## src/rtl/mips_fetch_queue.sv

```systemverilog
// Instruction fetch front end: one outstanding word request, responses buffered with PCs in a DEPTH-entry FIFO.
// Grant-to-output latency 2 cycles; requests stall while the FIFO is full, and redirect flushes the FIFO and drops in-flight data.
module mips_fetch_queue #(
   parameter int                DATA_W   = 32,
   parameter int                ADDR_W   = 32,
   parameter int                DEPTH    = 4,
   parameter logic [ADDR_W-1:0] RESET_PC = '0,
   parameter int                PC_INC   = 4
) (
   input  logic                         clk,
   input  logic                         rst,
   output logic                         imem_req,
   output logic [ADDR_W-1:0]            imem_addr,
   input  logic                         imem_gnt,
   input  logic                         imem_rvalid,
   input  logic [DATA_W-1:0]            imem_rdata,
   input  logic                         redirect,
   input  logic [ADDR_W-1:0]            redirect_pc,
   output logic                         out_valid,
   output logic [DATA_W-1:0]            out_inst,
   output logic [ADDR_W-1:0]            out_pc,
   input  logic                         out_ready,
   output logic [$clog2(DEPTH+1)-1:0]   count
);

   localparam int CW = $clog2(DEPTH + 1);
   localparam int PW = $clog2(DEPTH);

   typedef enum logic [1:0] {IDLE, WAIT, DROP} state_t;

   state_t            state_q;
   logic [ADDR_W-1:0] fetch_pc_q, fetch_pc_d;
   logic [ADDR_W-1:0] pend_pc_q;
   logic [PW-1:0]     rd_ptr_q, rd_ptr_d;
   logic [PW-1:0]     wr_ptr_q, wr_ptr_d;
   logic [CW-1:0]     count_q, count_d;
   logic [DATA_W-1:0] inst_mem_q [DEPTH];
   logic [ADDR_W-1:0] pc_mem_q   [DEPTH];
   logic              fire, push, pop;

   assign imem_req  = rst && (state_q == IDLE) && (count_q < CW'(DEPTH)) && !redirect;
   assign imem_addr = fetch_pc_q;
   assign fire      = imem_req && imem_gnt;
   assign push      = (state_q == WAIT) && imem_rvalid && !redirect;
   assign out_valid = (count_q != '0);
   assign pop       = out_valid && out_ready && !redirect;
   assign out_inst  = inst_mem_q[rd_ptr_q];
   assign out_pc    = pc_mem_q[rd_ptr_q];
   assign count     = count_q;

   always_comb begin
      fetch_pc_d = fetch_pc_q;
      rd_ptr_d   = rd_ptr_q;
      wr_ptr_d   = wr_ptr_q;
      count_d    = count_q;
      if (redirect) begin
         fetch_pc_d = redirect_pc;
         rd_ptr_d   = '0;
         wr_ptr_d   = '0;
         count_d    = '0;
      end else begin
         if (fire) fetch_pc_d = fetch_pc_q + ADDR_W'(PC_INC);
         if (push) wr_ptr_d = wr_ptr_q + PW'(1);
         if (pop)  rd_ptr_d = rd_ptr_q + PW'(1);
         if (push && !pop)      count_d = count_q + CW'(1);
         else if (pop && !push) count_d = count_q - CW'(1);
      end
   end

   always_ff @(posedge clk) begin
      if (!rst) begin
         state_q    <= IDLE;
         fetch_pc_q <= RESET_PC;
         pend_pc_q  <= '0;
         rd_ptr_q   <= '0;
         wr_ptr_q   <= '0;
         count_q    <= '0;
      end else begin
         fetch_pc_q <= fetch_pc_d;
         rd_ptr_q   <= rd_ptr_d;
         wr_ptr_q   <= wr_ptr_d;
         count_q    <= count_d;
         if (fire) pend_pc_q <= fetch_pc_q;
         // A redirect racing an outstanding request must still swallow that request's response.
         case (state_q)
            IDLE:    if (fire) state_q <= WAIT;
            WAIT: begin
               if (redirect && !imem_rvalid) state_q <= DROP;
               else if (imem_rvalid)         state_q <= IDLE;
            end
            DROP:    if (imem_rvalid) state_q <= IDLE;
            default: state_q <= IDLE;
         endcase
      end
   end

   always_ff @(posedge clk) begin
      if (push) begin
         inst_mem_q[wr_ptr_q] <= imem_rdata;
         pc_mem_q[wr_ptr_q]   <= pend_pc_q;
      end
   end

endmodule

```

## config.mk

```make
export PLATFORM = sky130hd
export DESIGN_NAME = mips_fetch_queue
export DESIGN_NICKNAME = d
export VERILOG_FILES = /design/src/rtl/mips_fetch_queue.sv
export SDC_FILE = /design/constraint.sdc
export NUM_CORES = 1
export LEC_CHECK = 0
export CAP_MARGIN = 10
export CORE_AREA = 2 2 155 157
export CTS_CLUSTER_DIAMETER = 120
export DETAILED_ROUTE_END_ITERATION = 6
export DIE_AREA = 0 0 157 159
export GPL_ROUTABILITY_DRIVEN = 0
export PLACE_DENSITY = 0.79
export RECOVER_POWER = 25
export SETUP_SLACK_MARGIN = 0.02
export SLEW_MARGIN = 0
export SYNTH_ARGS = -nofsm -noshare
export SYNTH_HDL_FRONTEND = slang
export SYNTH_SLANG_ARGS = --single-unit
```

## constraint.sdc

```tcl
create_clock -name clk -period 4 [get_ports clk]
set_input_delay 1 -clock clk [delete_from_list [all_inputs] [get_ports clk]]
set_output_delay 1 -clock clk [all_outputs]
set_load 0.02 [all_outputs]
```

* Word-level counts from Yosys, hierarchy flattened
Memory sizes are Yosys's and may differ from the RTL's. A register that Yosys moved wholly into a read port is not among the register bits. Cells that the tools add are included.
Storage, ports and cells: bits in registers 73, memory bits (writable) 256, input port bits 70, output and inout port bits 101, memories 2
Cells by class: $add $sub $neg 5, order comparisons 1, equal/unequal tests 3, multiplexer cells 14, bitwise gates (word level) 1, reduce and logical (&&, ||, !) cells 20
Memories:
- inst_mem_q | words 4, width 32, rd ports 1, clocked after memory_dff 1, wr ports 1, RTL line 37 | logic [DATA_W-1:0] inst_mem_q [DEPTH];
- pc_mem_q | words 4, width 32, rd ports 1, clocked after memory_dff 1, wr ports 1, RTL line 38 | logic [ADDR_W-1:0] pc_mem_q [DEPTH];
Operators by type and width (count):
- 2-to-1 mux 32 bit | 2
- adder 32 x 3 -> 32 bit (second input constant) | 1
- 2-to-1 mux 2 bit | 7
- logical AND 1 bit | 11
- 2-to-1 mux 3 bit | 2
- case mux 2 bit (3 select lines) | 1
- adder 2 x 1 -> 2 bit (second input constant) | 2
- zero test 1 bit | 4
- nonzero test 2 bit | 2
- adder 3 x 1 -> 3 bit (second input constant) | 1
- less-than comparator 3 bit (second input constant) | 1
- nonzero test 3 bit | 1
- subtractor 3 x 1 -> 3 bit (second input constant) | 1
- equality test 2 x 1 -> 1 bit (second input constant) | 1
- equality test 2 bit (second input constant) | 1
- zero test 2 bit | 1
- 2-to-1 mux 1 bit | 2
- != test 2 bit (second input constant) | 1
- OR reduction 2 bit | 1
- inverter 1 bit | 1

* Longest topological paths before layout
Gate-level depths: netlist of run 1.
word-level depth 7, mapped depth 10

* Worst setup path after synthesis of run 1
Ideal clock, no wire load.
path kind input to register, start input redirect, end memory inst_mem_q[0][0], enable pin, library setup time 0.429 ns, arrival 3.101 ns, data required time 3.571 ns, slack 0.470 ns, stages on the path 4, path buffers 2, cell sequence buf_2 clkbuf_1 nor2_1 and2_1
On the way: longest elaborated chain between the ends 4
Ends and longest elaborated chain:
- start: declaration | RTL line 17 | input logic redirect,
- zero test 1 bit | RTL line 44 | assign push = (state_q == WAIT) && imem_rvalid && !redirect;
- logical AND 1 bit | RTL line 44
- named net push | RTL line 39 | logic fire, push, pop;
- 2-to-1 mux 1 bit | RTL line 98 | if (push) begin
- 2-to-1 mux 1 bit (implied by the code) | RTL line 99 | inst_mem_q[wr_ptr_q] <= imem_rdata;
- end: declaration | RTL line 37
The timed path passes the listed nets, and every way through them passes these cells.

==> impl_results.md, run 1 <==
* Area of the mapped netlist at 12,700 um^2
* CP top delay family: buffers and inverters
* Netlist cell types at 47
* Pwr/cell area at 442 nW/um^2
* Post-synth EDFFs at 256
* ANT nets after route at 0
* Worst-Skew Late Latency at 0.51 ns
* TritonCTS clock tree: done
* Critical Path Start Type: register
* Slew headroom at 0.575
* Tmin final at 3.61 ns
* Clock tree buffer depth at 3
* Rows at 56
* Final TNS setup at 0 ns
* Die W at 157 um
* Ys flop type: edfxtp_1
* Peak VDD IR at 0.259 mV
* Hold buffers post-CTS at 0
* Core ar. at 23,200 um^2
* Sink Count at 331
* CP max stage delay at 0.63 ns
* Post-synth top area share at 0.605
* Slowest cell on crit path: dfxtp_4
* Initial antenna violation count at 1
* Gr ovfl total at 0
* Max Slew Vio Count at 0
* H-tree Lvls at 2
* Worst path required time at 3.00 ns
* Final period util at 0.902
* Status: finished clean
* Worst Max-Slew Pin Slew at 0.636 ns
* Setup crit end kind: output pin
* First-pass GRT wire length at 41,800 um
* Starting Density at 0.548
* Ranking of synthesized cells by area: edfxtp_1 61%, dfxtp_1 12%, mux4_2 11%
* Critical-path cell list: buf_4, mux4_2, clkdlybuf4s50_1
* Data arrival, critical path at 2.61 ns
* Yosys top cell by area: edfxtp_1
* DRT Pass-1 Iters at 5
* FF+latch area at 9200 um^2
* IO buf count at 170
* HP Class: reg -> reg
* WL per Instance at 20.5 um
* Final wirelength at 26,900 um
* Design area at 16,000 um^2
* Top-level I/O count at 171
* Static Leak at 5.26 nW
* Clock skew at 0.0130 ns
* Post-layout util at 0.689
* Sequential share of the synthesized area at 0.723
* Die H at 159 um
* Area grow syn2layout at 25.9%
* Post-DP HPWL at 17,100 um
* Root buf cell: clkbuf_16
* Setup Viol. Count Final at 0
* Post-Syn Nets at 857
* CP Max Fanout at 20
* Num CTS Buffers at 34
* YS warnings at 0
* Fin nets at 1,044
* Post-synth ARST share at 0
* Finished Layout Cells at 1,313
* Avg Cell Area, Syn at 16.3 um^2
* Sum of buffers and inverters on the critical path at 2
* Initial drt markers at 691
* Vias per inst at 5.80
* Placement Cell Area at 14,900 um^2
* Final hold violations at 0
* Final Power at 7.07 mW
* Multi-input logic area at 3310 um^2
* DP Cell Count at 1,250
* Share of layout cells above drive strength 1 at 0.148
* Die ar. at 25,000 um^2
* Number of max-cap violations at 0
* Post-CTS resize count at 0
* Setup CP Type: reg -> out
* Fmax at 277 MHz
* Vias in the first global route at 7,449
* Gr usage total at 0.218
* # fillers at 1,504
* Post-CTS Setup Inserts at 0
* Vias at 7,619
* Seq cells post-synth at 331
* Worst-path clk slew at 0.06 ns
* Residual DRC at 0
* Cells after Synth at 780
* Pin count of the biggest net entering global routing at 38
* RSZ-0062 raised after global routing: false
[registers in the layout, indices dropped and copies added, names as in the netlist, named ones only]
signal,count
count,3
pend_pc_q,32
imem_addr,32
wr_ptr_q,2
rd_ptr_q,2
state_q,2
inst_mem_q,128
pc_mem_q,128
[final timing paths]
| kind | startpoint | endpoint | slack, ns | depth (start not counted) |
|---|---|---|---|---|
| worst max-delay path | register | out_pc[1] | 0.39 | 3 |
| worst max register to register | count[2] | imem_addr[29] | 1.53 | 5 |
| worst min register to register | state_q[1] | state_q[0] | 0.49 | 1 |
| worst min-delay path | state_q[1] | state_q[0] | 0.49 | 1 |
[cell type report]
| type | count | share of cell area |
|---|---|---|
| multi-input combinational | 396 | 0.207 |
| clock inverter | 9 | 0.00407 |
| clock buffer | 53 | 0.0635 |
| timing repair buffer | 194 | 0.122 |
| inverter | 10 | 0.00235 |
| sequential | 331 | 0.575 |
| tap | 319 | 0.0250 |
| antenna | 1 | 0.000157 |
[per-layer routing]
layer / global-route usage / part of all wire
met5: 0 / 0
met4: 0.0567 / 0.017
met3: 0.0457 / 0.084
met2: 0.337 / 0.47
met1: 0.320 / 0.42
[per-stage QoR]
| step | hold slack (ns) | setup slack (ns) |
|---|---|---|
| finish | 0.489 | 0.392 |
| global route | 0.503 | 0.228 |
| CTS | 0.479 | 0.340 |
| detailed placement | 0.471 | 0.558 |
| global placement | 0.465 | 0.646 |
| floorplan | 0.439 | 0.470 |
[power breakdown]
group	leakage (nW)	switching, mW	internal, mW
combinational	1.63	0.146	0.143
sequential	3.11	0.0561	3.71
clock	0.529	1.20	1.81
total	5.26	1.40	5.67
[layout by cell type, fill, tap and decap left out, drive strengths merged, types with 4 or more instances in the layout]
cell / instances
inv: 10
nor4: 12
o21ai: 18
xnor2: 8
buf: 24
clkbuf: 53
nor3: 11
dfxtp: 75
ha: 6
dlygate4sd3: 13
nand3: 25
mux2i: 4
clkinv: 8
clkdlybuf4s50: 157
nor2: 16
mux4: 64
a31oi: 4
a21oi: 62
and3: 7
or3: 6
edfxtp: 256
nand2: 92
and2: 7
o31ai: 4
nand4: 11
xor2: 7
[cells in the mapped netlist, types with 8 or more instances]
cell type / instances
clkbuf_1: 24
nor2_1: 16
dfxtp_1: 75
nor4_1: 12
mux4_2: 64
xnor2_1: 8
nand2_1: 92
nor3_1: 11
buf_2: 11
edfxtp_1: 256
a21oi_1: 62
nand3_1: 24
nand4_1: 10
inv_1: 9
o21ai_0: 18
[cell families after synthesis]
family | synth area share
compound gates | 0.0476
fa+ha+maj | 0.00749
simple gates | 0.0767
mux | 0.118
xor+xnor | 0.0103
buf+inv | 0.0170
flops | 0.723
No activity file was read; power rests on OpenSTA's default activity.
==> inputs of run 2 (changes only) <==
clock period = 4.1 ns   (was 4 ns; I/O delays follow)
==> impl_results.md, run 2 (synthesis gave the netlist of run 1 again) <==
* Rows at 56 (unchanged)
* Initial antenna violation count at 0 (-1)
* Final period util at 0.888
* Setup Viol. Count Final at 0 (unchanged)
* TritonCTS clock tree: done
* Top Registers: inst_mem_q: 128 flops, pc_mem_q: 128 flops
* Starting Density at 0.548 (unchanged)
* Setup CP Type: reg -> out
* Post-CTS Setup Inserts at 0 (unchanged)
* Die ar. at 25,000 um^2 (unchanged)
* Peak VDD IR at 0.266 mV (+2.8%)
* Post-CTS resize count at 0 (unchanged)
* Post-layout util at 0.688 (-0.00173)
* Placement Cell Area at 14,900 um^2 (-0.10%)
* First-pass GRT wire length at 42,400 um (+1.4%)
* ANT nets after route at 0 (unchanged)
* Worst-Skew Late Latency at 0.50 ns (about the same)
* WL per Instance at 21.1 um (+2.9%)
* Vias in the first global route at 7,418 (-0.42%)
* # fillers at 1,540 (+2.4%)
* Fmax at 275 MHz
* Commonest non-fill, non-tap cell in the layout: edfxtp_1
* Core ar. at 23,200 um^2 (unchanged)
* Gr ovfl total at 0 (unchanged)
* Hold path cells at 2 (+1)
* Setup crit end kind: output pin
* Pin count of the biggest net entering global routing at 39 (+2.6%)
* Slew headroom at 0.533 (-0.0420)
* Vias at 7,607 (-0.16%)
* Max Slew Vio Count at 0 (unchanged)
* Tmin final at 3.64 ns
* Worst-path clk slew at 0.06 ns (about the same)
* Clock tree buffer depth at 3 (unchanged)
* Clock skew at 0.0137 ns (+0.000717 ns)
* Most frequent cells in the layout: 256 x edfxtp_1, 158 x clkdlybuf4s50_1, 92 x nand2_1, 73 x dfxtp_1, 64 x mux4_2
* Fin nets at 1,042 (-0.19%)
* H-tree Lvls at 2 (unchanged)
* DRT Pass-1 Iters at 5 (unchanged)
* Gr usage total at 0.222 (+0.00396)
* Die H at 159 um (unchanged)
* Final wirelength at 27,600 um (+2.6%)
* DP Cell Count at 1,248 (-0.16%)
* Data arrival, critical path at 2.62 ns (about the same)
* RSZ-0062 raised after global routing: false
* Critical Path Start Type: register
* Vias per inst at 5.81 (+0.15%)
* Worst Max-Slew Pin Slew at 0.699 ns (+0.0629 ns)
* Number of max-cap violations at 0 (unchanged)
* Initial drt markers at 808 (+17%)
* Pwr/cell area at 431 nW/um^2 (-2.5%)
* Finished Layout Cells at 1,309 (-0.30%)
* Worst path required time at 3.07 ns (+0.07 ns)
* Final hold violations at 0 (unchanged)
* # diodes at 0 (-1)
* Root buf cell: clkbuf_16
* Reg2Reg Depth at 9 (+4)
* Residual DRC at 0 (unchanged)
* CP Max Fanout at 28 (+40%)
* Share of layout cells above drive strength 1 at 0.155 (+0.00651)
* Final TNS setup at 0 ns (unchanged)
* IO buf count at 170 (unchanged)
* Static Leak at 5.25 nW (-0.22%)
* FF+latch area at 9200 um^2 (unchanged)
* Final Power at 6.88 mW (-2.7%)
* Num CTS Buffers at 34 (unchanged)
* Sink Count at 331 (unchanged)
* Design area at 15,900 um^2 (-0.25%)
* Area grow syn2layout at 25.5%
* Top-level I/O count at 171 (unchanged)
* Status: finished clean
* Hold buffers post-CTS at 0 (unchanged)
* Multi-input logic area at 3310 um^2 (unchanged)
* Die W at 157 um (unchanged)
* HP Class: reg -> reg
* Post-DP HPWL at 17,100 um (about the same)
==> run 2: cell count changes in the layout (fill, tap and decap cells not counted), moves of 2 or more <==
cell / delta
clkinv_1: -4
inv_6: +3
clkbuf_16: -2
clkbuf_1: -5
buf_4: -2
clkinv_2: +4
==> run 2: worst max-delay path, stage by stage (launching register included) <==
cell and delay [ns]:
dfxtp_4 0.66, buf_12 0.31, mux4_2 0.57, clkdlybuf4s50_1 0.56
==> run 2: final cells by class <==
cell class	instances	share of cell area
Multi-Input combinational cell	396	0.208
Clock buffer	47	0.0593
Timing Repair Buffer	192	0.122
Inverter	10	0.00235
Sequential cell	331	0.577
Clock inverter	14	0.00706
Tap cell	319	0.0250
==> run 2: through the flow <==
step / hold slack (ns) / setup WS, ns
finish: 0.498 / 0.460
global route: 0.503 / 0.313
CTS: 0.487 / 0.394
detailed placement: 0.476 / 0.701
global placement: 0.460 / 0.698
floorplan: 0.439 / 0.545
==> run 2: final timing paths <==
path                from     endpoint  slack (ns)
max             register    out_pc[1]        0.46
min          wr_ptr_q[1]  wr_ptr_q[1]        0.50
max reg2reg     count[2]     count[2]        1.70
min reg2reg  wr_ptr_q[1]  wr_ptr_q[1]        0.50
==> run 2: routing by layer <==
metal | GRT usage | vias to the layer above | part of all wire
met4 | 0.0546 | 0 | 0.018
met3 | 0.0498 | 44 | 0.090
met2 | 0.349 | 402 | 0.48
met1 | 0.320 | 3737 | 0.41
met5 | 0 | - | 0
li1 | - | 3424 | -
==> run 2: power by group <==
part	switching, mW	leakage, nW	internal (mW)
combinational	0.143	1.62	0.139
clock	1.22	0.527	1.69
sequential	0.0559	3.11	3.62
total	1.42	5.25	5.45
